`src/rtl/cpu_regfile_p.sv`:
```
// 6502 register file (A, X, Y, S, P, PC) with prioritised write channels and registered reads.
// Optional macro CPU_REGFILE_BYPASS_EN drives the outputs from next-state logic (same-cycle forwarding).
module cpu_regfile_p #(
  parameter int                DATA_W   = 8,
  parameter int                PC_W     = 16,
  parameter int                NUM_WR   = 3,
  parameter logic [PC_W-1:0]   RESET_PC = 16'h0000,
  parameter logic [DATA_W-1:0] RESET_S  = 8'hFD,
  parameter logic [7:0]        RESET_P  = 8'h24
) (
  input  logic                     clk,
  input  logic                     rst_x,
  input  logic [NUM_WR-1:0]        wr_en,
  input  logic [3*NUM_WR-1:0]      wr_sel,
  input  logic [DATA_W*NUM_WR-1:0] wr_data,
  input  logic                     pc_load,
  input  logic [PC_W-1:0]          pc_in,
  input  logic                     pc_inc,
  input  logic                     sp_push,
  input  logic                     sp_pull,
  input  logic [7:0]               flag_set,
  input  logic [7:0]               flag_val,
  output logic [PC_W-1:0]          pc,
  output logic [DATA_W-1:0]        a,
  output logic [DATA_W-1:0]        x,
  output logic [DATA_W-1:0]        y,
  output logic [DATA_W-1:0]        s,
  output logic [7:0]               p,
  output logic                     collision
);

  localparam int T_A = 0, T_X = 1, T_Y = 2, T_S = 3, T_P = 4, T_PCL = 5, T_PCH = 6;

  logic [PC_W-1:0]   pc_q, pc_d;
  logic [DATA_W-1:0] a_q, a_d, x_q, x_d, y_q, y_d, s_q, s_d;
  logic [7:0]        p_q, p_d, p_w;
  logic              coll_q, coll_d;

  logic [6:0]        hit;
  logic [DATA_W-1:0] wdat [7];

  // Per target, the first (lowest-index) enabled channel claims it; any later claimant is a collision.
  always_comb begin
    hit    = '0;
    coll_d = 1'b0;
    for (int t = 0; t < 7; t++) wdat[t] = '0;
    for (int t = 0; t < 7; t++) begin
      for (int c = 0; c < NUM_WR; c++) begin
        if (wr_en[c] && (wr_sel[3*c +: 3] == 3'(t))) begin
          if (!hit[t]) begin
            hit[t]  = 1'b1;
            wdat[t] = wr_data[DATA_W*c +: DATA_W];
          end else begin
            coll_d = 1'b1;
          end
        end
      end
    end
  end

  always_comb begin
    a_d = hit[T_A] ? wdat[T_A] : a_q;
    x_d = hit[T_X] ? wdat[T_X] : x_q;
    y_d = hit[T_Y] ? wdat[T_Y] : y_q;

    pc_d = pc_q;
    if (pc_load) begin
      pc_d = pc_in;
    end else if (hit[T_PCL] || hit[T_PCH]) begin
      if (hit[T_PCL]) pc_d[DATA_W-1:0]      = wdat[T_PCL];
      if (hit[T_PCH]) pc_d[PC_W-1:DATA_W]   = wdat[T_PCH];
    end else if (pc_inc) begin
      pc_d = pc_q + PC_W'(1);
    end

    s_d = s_q;
    if (hit[T_S])                s_d = wdat[T_S];
    else if (sp_push && !sp_pull) s_d = s_q - DATA_W'(1);
    else if (sp_pull && !sp_push) s_d = s_q + DATA_W'(1);

    // Flag updates land on top of any channel write to P.
    p_w    = hit[T_P] ? wdat[T_P][7:0] : p_q;
    p_d    = (p_w & ~flag_set) | (flag_val & flag_set);
    p_d[5] = 1'b1;
  end

  always_ff @(posedge clk) begin
    if (rst_x) begin
      pc_q   <= RESET_PC;
      a_q    <= '0;
      x_q    <= '0;
      y_q    <= '0;
      s_q    <= RESET_S;
      p_q    <= RESET_P;
      coll_q <= 1'b0;
    end else begin
      pc_q   <= pc_d;
      a_q    <= a_d;
      x_q    <= x_d;
      y_q    <= y_d;
      s_q    <= s_d;
      p_q    <= p_d;
      coll_q <= coll_d;
    end
  end

  assign collision = coll_q;

`ifdef CPU_REGFILE_BYPASS_EN
  assign pc = rst_x ? RESET_PC : pc_d;
  assign a  = rst_x ? '0       : a_d;
  assign x  = rst_x ? '0       : x_d;
  assign y  = rst_x ? '0       : y_d;
  assign s  = rst_x ? RESET_S  : s_d;
  assign p  = rst_x ? RESET_P  : p_d;
`else
  assign pc = pc_q;
  assign a  = a_q;
  assign x  = x_q;
  assign y  = y_q;
  assign s  = s_q;
  assign p  = p_q;
`endif

endmodule
```
`config.mk`:
```
export PLATFORM = sky130hd
export DESIGN_NAME = cpu_regfile_p
export DESIGN_NICKNAME = d
export VERILOG_FILES = /design/src/rtl/cpu_regfile_p.sv
export SDC_FILE = /design/constraint.sdc
export NUM_CORES = 1
export LEC_CHECK = 0
export CORE_ASPECT_RATIO = 0.5
export CORE_MARGIN = 2
export CORE_UTILIZATION = 45
export CTS_CLUSTER_DIAMETER = 30
export DETAILED_ROUTE_END_ITERATION = 10
export PLACE_DENSITY = 0.78
export RECOVER_POWER = 100
export SETUP_SLACK_MARGIN = 0.05
export SLEW_MARGIN = 10
export SYNTH_ARGS = -nofsm -noshare
export SYNTH_HDL_FRONTEND = slang
export SYNTH_SLANG_ARGS = --single-unit
```
`constraint.sdc`:
```
create_clock -name clk -period 2.8 [get_ports clk]
set_clock_uncertainty 0.05 [all_clocks]
set_input_delay 0.42 -clock clk [delete_from_list [all_inputs] [get_ports clk]]
set_output_delay 0.42 -clock clk [all_outputs]
set_load 0.05 [all_outputs]
```
==> reports/qor.txt, run 1 <==
Mux contribution to synthesized area - 0.0568
Seq pwr share - 0.346
Total power per unit cell area - 453 mW/mm2
Clock share of power - 0.278
Max_slew headroom - 0.344
Clock transition at path regs - 0.08 ns
Asr flop ratio synth - 0
DR vias/cell - 6.25
Hold_buf cts - 0
Sw frac - 0.372
Via count - 5141
Drt wl/cell - 18.9 um
Worst R2R Path Depth - 8
CP Launch Type - input pin
Die Y-Extent - 72.6 um
Synth Area in Simple Gates - 0.261
P_leak - 2.31 nW
Largest family of logic cells by synthesized area - compound AO/OA/AOI/OAI gates
Power Internal - 0.00168 W
R2R Setup Slk - 0.53 ns
Crit Reg-Reg Startpoint - pc[0]
Hold depth - 2
Worst Hold Class - flop to flop
Final Slew Violations - 0
Outcome - completed
Crit path max fanout - 6
Yosys Warn Count - 0
Share of the synthesized area in the top cell type - 0.265
Input/output buffers - 127
Kind of critical path - input pin to flop
Hold path startpoint - a[4]
Core Box Area - 0.00892 mm2
Gr ovfl total - 0
GRT Total Usage - 0.300
Final hold vios - 0
Dpl ws - -0.145 ns
Area share of fa/ha/maj cells after synthesis - 0.0278
WP data arrival - 2.77 ns
Clock sinks - 56
Setup bufs post-CTS - 0
Fmax - 387 MHz
DIE WIDTH - 141 um
Root Buffer - clkbuf_16
Fin util - 0.663
Crit path time final - 2.59 ns
Period utilization - 0.924
Top post-synthesis cells by area - dfxtp_1 (26%), nor2_1 (8.1%), a21oi_1 (7.1%)
Detailed placer's ending HPWL - 11.3 mm
Setup crit end kind - flop
Post-synthesis xor/xnor area fraction - 0.0290
Start point of the critical path - wr_sel[4]
Compound-cell area share of the yosys netlist - 0.306
Fill cell count - 808
Pre-antenna DRT Iters - 6
Syn avg cell area - 7.44 um2
Mapped Nets - 651
TritonCTS Buffers - 5
Row count - 24
Max-Cap Viols - 0
Vias in the first global route - 4649
Iteration-0 DRC Markers - 458
Htree depth - 2
# IOs - 131
RSZ-0062 raised after global routing - yes
Layout cell share with drive strength beyond 1 - 0.0807
Netlist cell types - 68
Post-synth top area cell - dfxtp_1
Largest net degree at the start of global routing - 50
Nets - 787
Die Area - 0.0102 mm2
Antenna viol nets, final - 0
Final count of negative-setup-slack endpoints - 0
Number of synthesized flops with an enable pin - 0
Mapped Area - 0.00423 mm2
Synthesis-stage register bit count - 56
CP Data Required Time - 2.98 ns
Most used DFF post-synth - dfxtp_1
Comb power frac - 0.376
RD Place Congestion - 0.956
P_sw - 0.000995 W
# diodes - 0
Area delta synth->final - 39.7%
Global-route wire length before repair - 24.2 mm
Worst-margin pin slew - 0.982 ns
CTS Buffer Depth - 2
DRC viols - 0
CTS tree - yes
Cells after Synth - 569
Setup WS post-layout - 0.213 ns
Max IR drop VDD - 0.000248 V
Initial Utilization - 0.474
Clock latency on the worst-skew pair - 0.30 ns
Final WL - 15.6 mm
Register area share after synthesis - 0.265
Initial antenna violation count - 0
-- critical path: stages --
cell,delay (ns)
clkdlybuf4s50_1,0.42
nand4b_1,0.45
nand3_1,0.39
nor4_1,0.10
a2111oi_1,0.59
buf_4,0.20
a21oi_1,0.03
nor3_1,0.16
-- routing by layer --
layer / GRT usage / vias to the layer above / share of wire
met2: 0.482 / 279 / 0.45
met4: 0.0678 / 0 / 0.019
li1: - / 2412 / -
met1: 0.415 / 2411 / 0.43
met5: 0 / - / 0
met3: 0.0702 / 39 / 0.10
-- cell usage in the layout (no fill, tap or decap), drive strengths merged, types with 7 or more instances in the layout --
cell,n
a211o,7
a211oi,27
a21oi,60
a22oi,11
buf,33
clkbuf,11
clkdlybuf4s50,70
dfxtp,56
dlygate4sd3,56
ha,7
inv,14
mux2i,24
nand2,34
nand3,16
nand4b,9
nor2,92
nor3,20
o21ai,34
o221ai,7
o22ai,17
xnor2,11
-- synthesized netlist by cell type (all sizes together) (14+ instances only) --
master   n
nor2    92
buf     14
nor3    20
mux2i   24
nand2   34
dfxtp   56
o21ai   34
clkbuf  21
a211oi  27
nand3   16
inv     14
o22ai   17
a21oi   60
-- power groups by stage --
stage	sequential, W	clock [W]	combinational [W]
after floorplan	0.00117	0	0.000381
after global placement	0.000945	0	0.000999
after detailed placement	0.000946	0	0.00101
after CTS	0.000928	0.000751	0.00102
after global routing	0.000935	0.000791	0.00107
final	0.000925	0.000745	0.00101
-- what timing repair did --
item                                    in CTS  in global routing
resized for setup                            0                  3
endpoints found under the hold margin        0                  0
endpoints found under the setup margin       0                  2
-- path summary, 6_finish.rpt --
path	end
setup / recovery	pc[4]
hold / removal	a[4]
setup reg to reg	pc[4]
hold reg to reg	a[4]
-- final cells by class --
cell class                 instances  area [um2]  area share
multi-input combinational        463        2890       0.488
timing repair buffer             165        1530       0.259
sequential                        56        1120       0.190
tap                              117         146      0.0248
clock buffer                       5         125      0.0212
inverter                          14        52.6     0.00889
clock inverter                     3        47.5     0.00805
-- through the flow --
| step | TNS, ns | area [um2] | hold WS [ns] | std cells | total power (W) |
|---|---|---|---|---|---|
| after floorplan | 0 | 4230 | 0.481 | 569 | 0.00155 |
| after global placement | -0.109 | 5760 | 0.420 | 815 | 0.00194 |
| after detailed placement | -0.269 | 5760 | 0.424 | 815 | 0.00196 |
| after CTS | 0 | 5930 | 0.435 | 823 | 0.00270 |
| after global routing | 0 | 5910 | 0.455 | 823 | 0.00280 |
| final | 0 | 5910 | 0.432 | 823 | 0.00268 |
-- cells by family after synthesis --
family / count (synthesis)
AO/OA/AOI/OAI: 198
XOR/XNOR: 14
adder cells (fa/ha/maj): 9
buffers and inverters: 50
flip-flops: 56
multiplexers: 24
other: 1
AND/OR/NAND/NOR: 217
Note: power is estimated with default switching activity, not from simulation.
==> run 2: changes to the inputs <==
--- a/config.mk
+++ b/config.mk
@@ -5,6 +5,7 @@
 export SDC_FILE = /design/constraint.sdc
 export NUM_CORES = 1
 export LEC_CHECK = 0
+export ABC_CLOCK_PERIOD_IN_PS = 2800
 export CORE_ASPECT_RATIO = 0.5
 export CORE_MARGIN = 2
 export CORE_UTILIZATION = 45
==> results of run 2 <==
The final DEF is identical to that of run 1; final timing and power are the same.
==> run 3: changes to the inputs <==
--- a/config.mk
+++ b/config.mk
@@ -8,10 +8,10 @@
 export ABC_CLOCK_PERIOD_IN_PS = 2800
 export CORE_ASPECT_RATIO = 0.5
 export CORE_MARGIN = 2
-export CORE_UTILIZATION = 45
+export CORE_UTILIZATION = 48
 export CTS_CLUSTER_DIAMETER = 30
 export DETAILED_ROUTE_END_ITERATION = 10
-export PLACE_DENSITY = 0.78
+export PLACE_DENSITY = 0.82
 export RECOVER_POWER = 100
 export SETUP_SLACK_MARGIN = 0.05
 export SLEW_MARGIN = 10
==> run 3 against run 2 <==
First-iteration DRC count shrank 10%. Register-to-register slack improved by 0.04 ns. Worst hold slack got worse by 0.0091 ns. Non-clock buffer count decreased by 5. Via count shrank 0.47%. Critical endpoint unchanged.
==> reports/qor.txt, run 3 (same netlist as run 1, synthesis figures left out) <==
Outcome - completed
Initial Utilization - 0.489
Pre-antenna DRT Iters - 5
Clock transition at path regs - 0.07 ns
# diodes - 0
# IOs - 131
Kind of critical path - input pin to flop
Die Y-Extent - 70.4 um
TritonCTS Buffers - 5
Worst path slowest cell - a2111oi_0
Hold_buf cts - 0
Fill cell count - 728
Clock sinks - 56
Total power per unit cell area - 436 mW/mm2
RD Place Congestion - 1.01
Fin cells - 817
Max IR drop VDD - 0.000263 V
Gr ovfl total - 0
Worst Hold Class - flop to flop
DIE WIDTH - 137 um
Most common cell after layout, fill and taps aside - nor2_1
Max_slew headroom - 0.301
Final count of negative-setup-slack endpoints - 0
Initial antenna violation count - 0
P_leak - 2.27 nW
Final Slew Violations - 0
Area delta synth->final - 38.3%
CP Buf/Inv Count - 1
Iteration-0 DRC Markers - 410
Die Area - 0.00963 mm2
Multi-input gate area - 0.00290 mm2
Htree depth - 2
Fmax - 378 MHz
Final WL - 15.2 mm
Input/output buffers - 127
CP Launch Type - input pin
Final hold vios - 0
Crit path max fanout - 7
DRC viols - 0
Most frequent cells in the layout - nor2_1 (92), clkdlybuf4s50_1 (67), a21oi_1 (60)
Antenna viol nets, final - 0
Storage cell area - 0.00112 mm2
Setup crit end kind - flop
CP Data Required Time - 2.97 ns
Clock latency on the worst-skew pair - 0.30 ns
Worst path max stage delay - 0.66 ns
Vias in the first global route - 4720
Largest net degree at the start of global routing - 50
Detailed placer's ending HPWL - 11.2 mm
Inst Count DP - 810
Nets - 782
Period utilization - 0.945
Via count - 5117
DR vias/cell - 6.26
Setup WS post-layout - 0.155 ns
Cts repair resizes - 0
Crit-path cells - dlygate4sd3_1, nand4b_1, nand3_1, nor4_1, a2111oi_0, a21oi_1, nor3_1
Layout cell share with drive strength beyond 1 - 0.0771
CTS tree - yes
Dpl ws - -0.177 ns
Root Buffer - clkbuf_16
Drt wl/cell - 18.7 um
Global-route wire length before repair - 23.6 mm
CTS Buffer Depth - 2
Crit path time final - 2.65 ns
GRT Total Usage - 0.311
Row count - 24
Fin util - 0.677
Max-Cap Viols - 0
Core Box Area - 0.00865 mm2
Worst-margin pin slew - 1.05 ns
RSZ-0062 raised after global routing - no
WP data arrival - 2.82 ns
Setup bufs post-CTS - 0
Critical path's top delay family - simple AND/OR/NAND/NOR gates
## run 3: area by class of cell
class                      count  area share
tap                          117      0.0250
clock buffer                   6      0.0220
sequential                    56       0.191
inverter                      14     0.00898
clock inverter                 1    0.000855
multi-input combinational    463       0.495
timing repair buffer         160       0.257
## run 3: worst paths after layout
kind / end / start / cells past startpoint / slack [ns]
setup / recovery: pc[4] / wr_sel[4] / 7 / 0.15
hold / removal: y[6] / y[6] / 2 / 0.42
setup reg to reg: pc[4] / pc[0] / 7 / 0.57
hold reg to reg: y[6] / y[6] / 2 / 0.42
## run 3: worst reg2reg max path, delay by kind of cell, from the launching register on
family                     cells  cell delay, ns
DFF                            1            0.42
adders and majority gates      1            0.21
and+or+nand+nor                3            0.48
xor gates and xnor gates       1            0.24
AOI/OAI and AO/OA              2            0.75
## run 3: per-layer routing
layer	vias to the layer above	routed length, um	GRT usage
li1	2415	-	-
met1	2386	6500	0.422
met2	275	6820	0.489
met3	41	1580	0.0719
met4	0	349	0.0985
met5	-	0	0
## run 3: through the flow
step	cell area, um2	TNS (ns)	hold slack [ns]	total power (W)
final	5850	0	0.423	0.00255
after global routing	5850	0	0.455	0.00266
after CTS	5860	0	0.428	0.00256
after detailed placement	5720	-0.261	0.416	0.00195
after global placement	5720	-0.0691	0.402	0.00194
after floorplan	4230	0	0.481	0.00155
## run 3: power breakdown
| group | total, W | leakage, nW | switching, W | internal (W) |
|---|---|---|---|---|
| sequential | 0.000924 | 0.462 | 0.0000604 | 0.000864 |
| combinational | 0.00101 | 1.75 | 0.000616 | 0.000391 |
| clock | 0.000624 | 0.0667 | 0.000297 | 0.000327 |
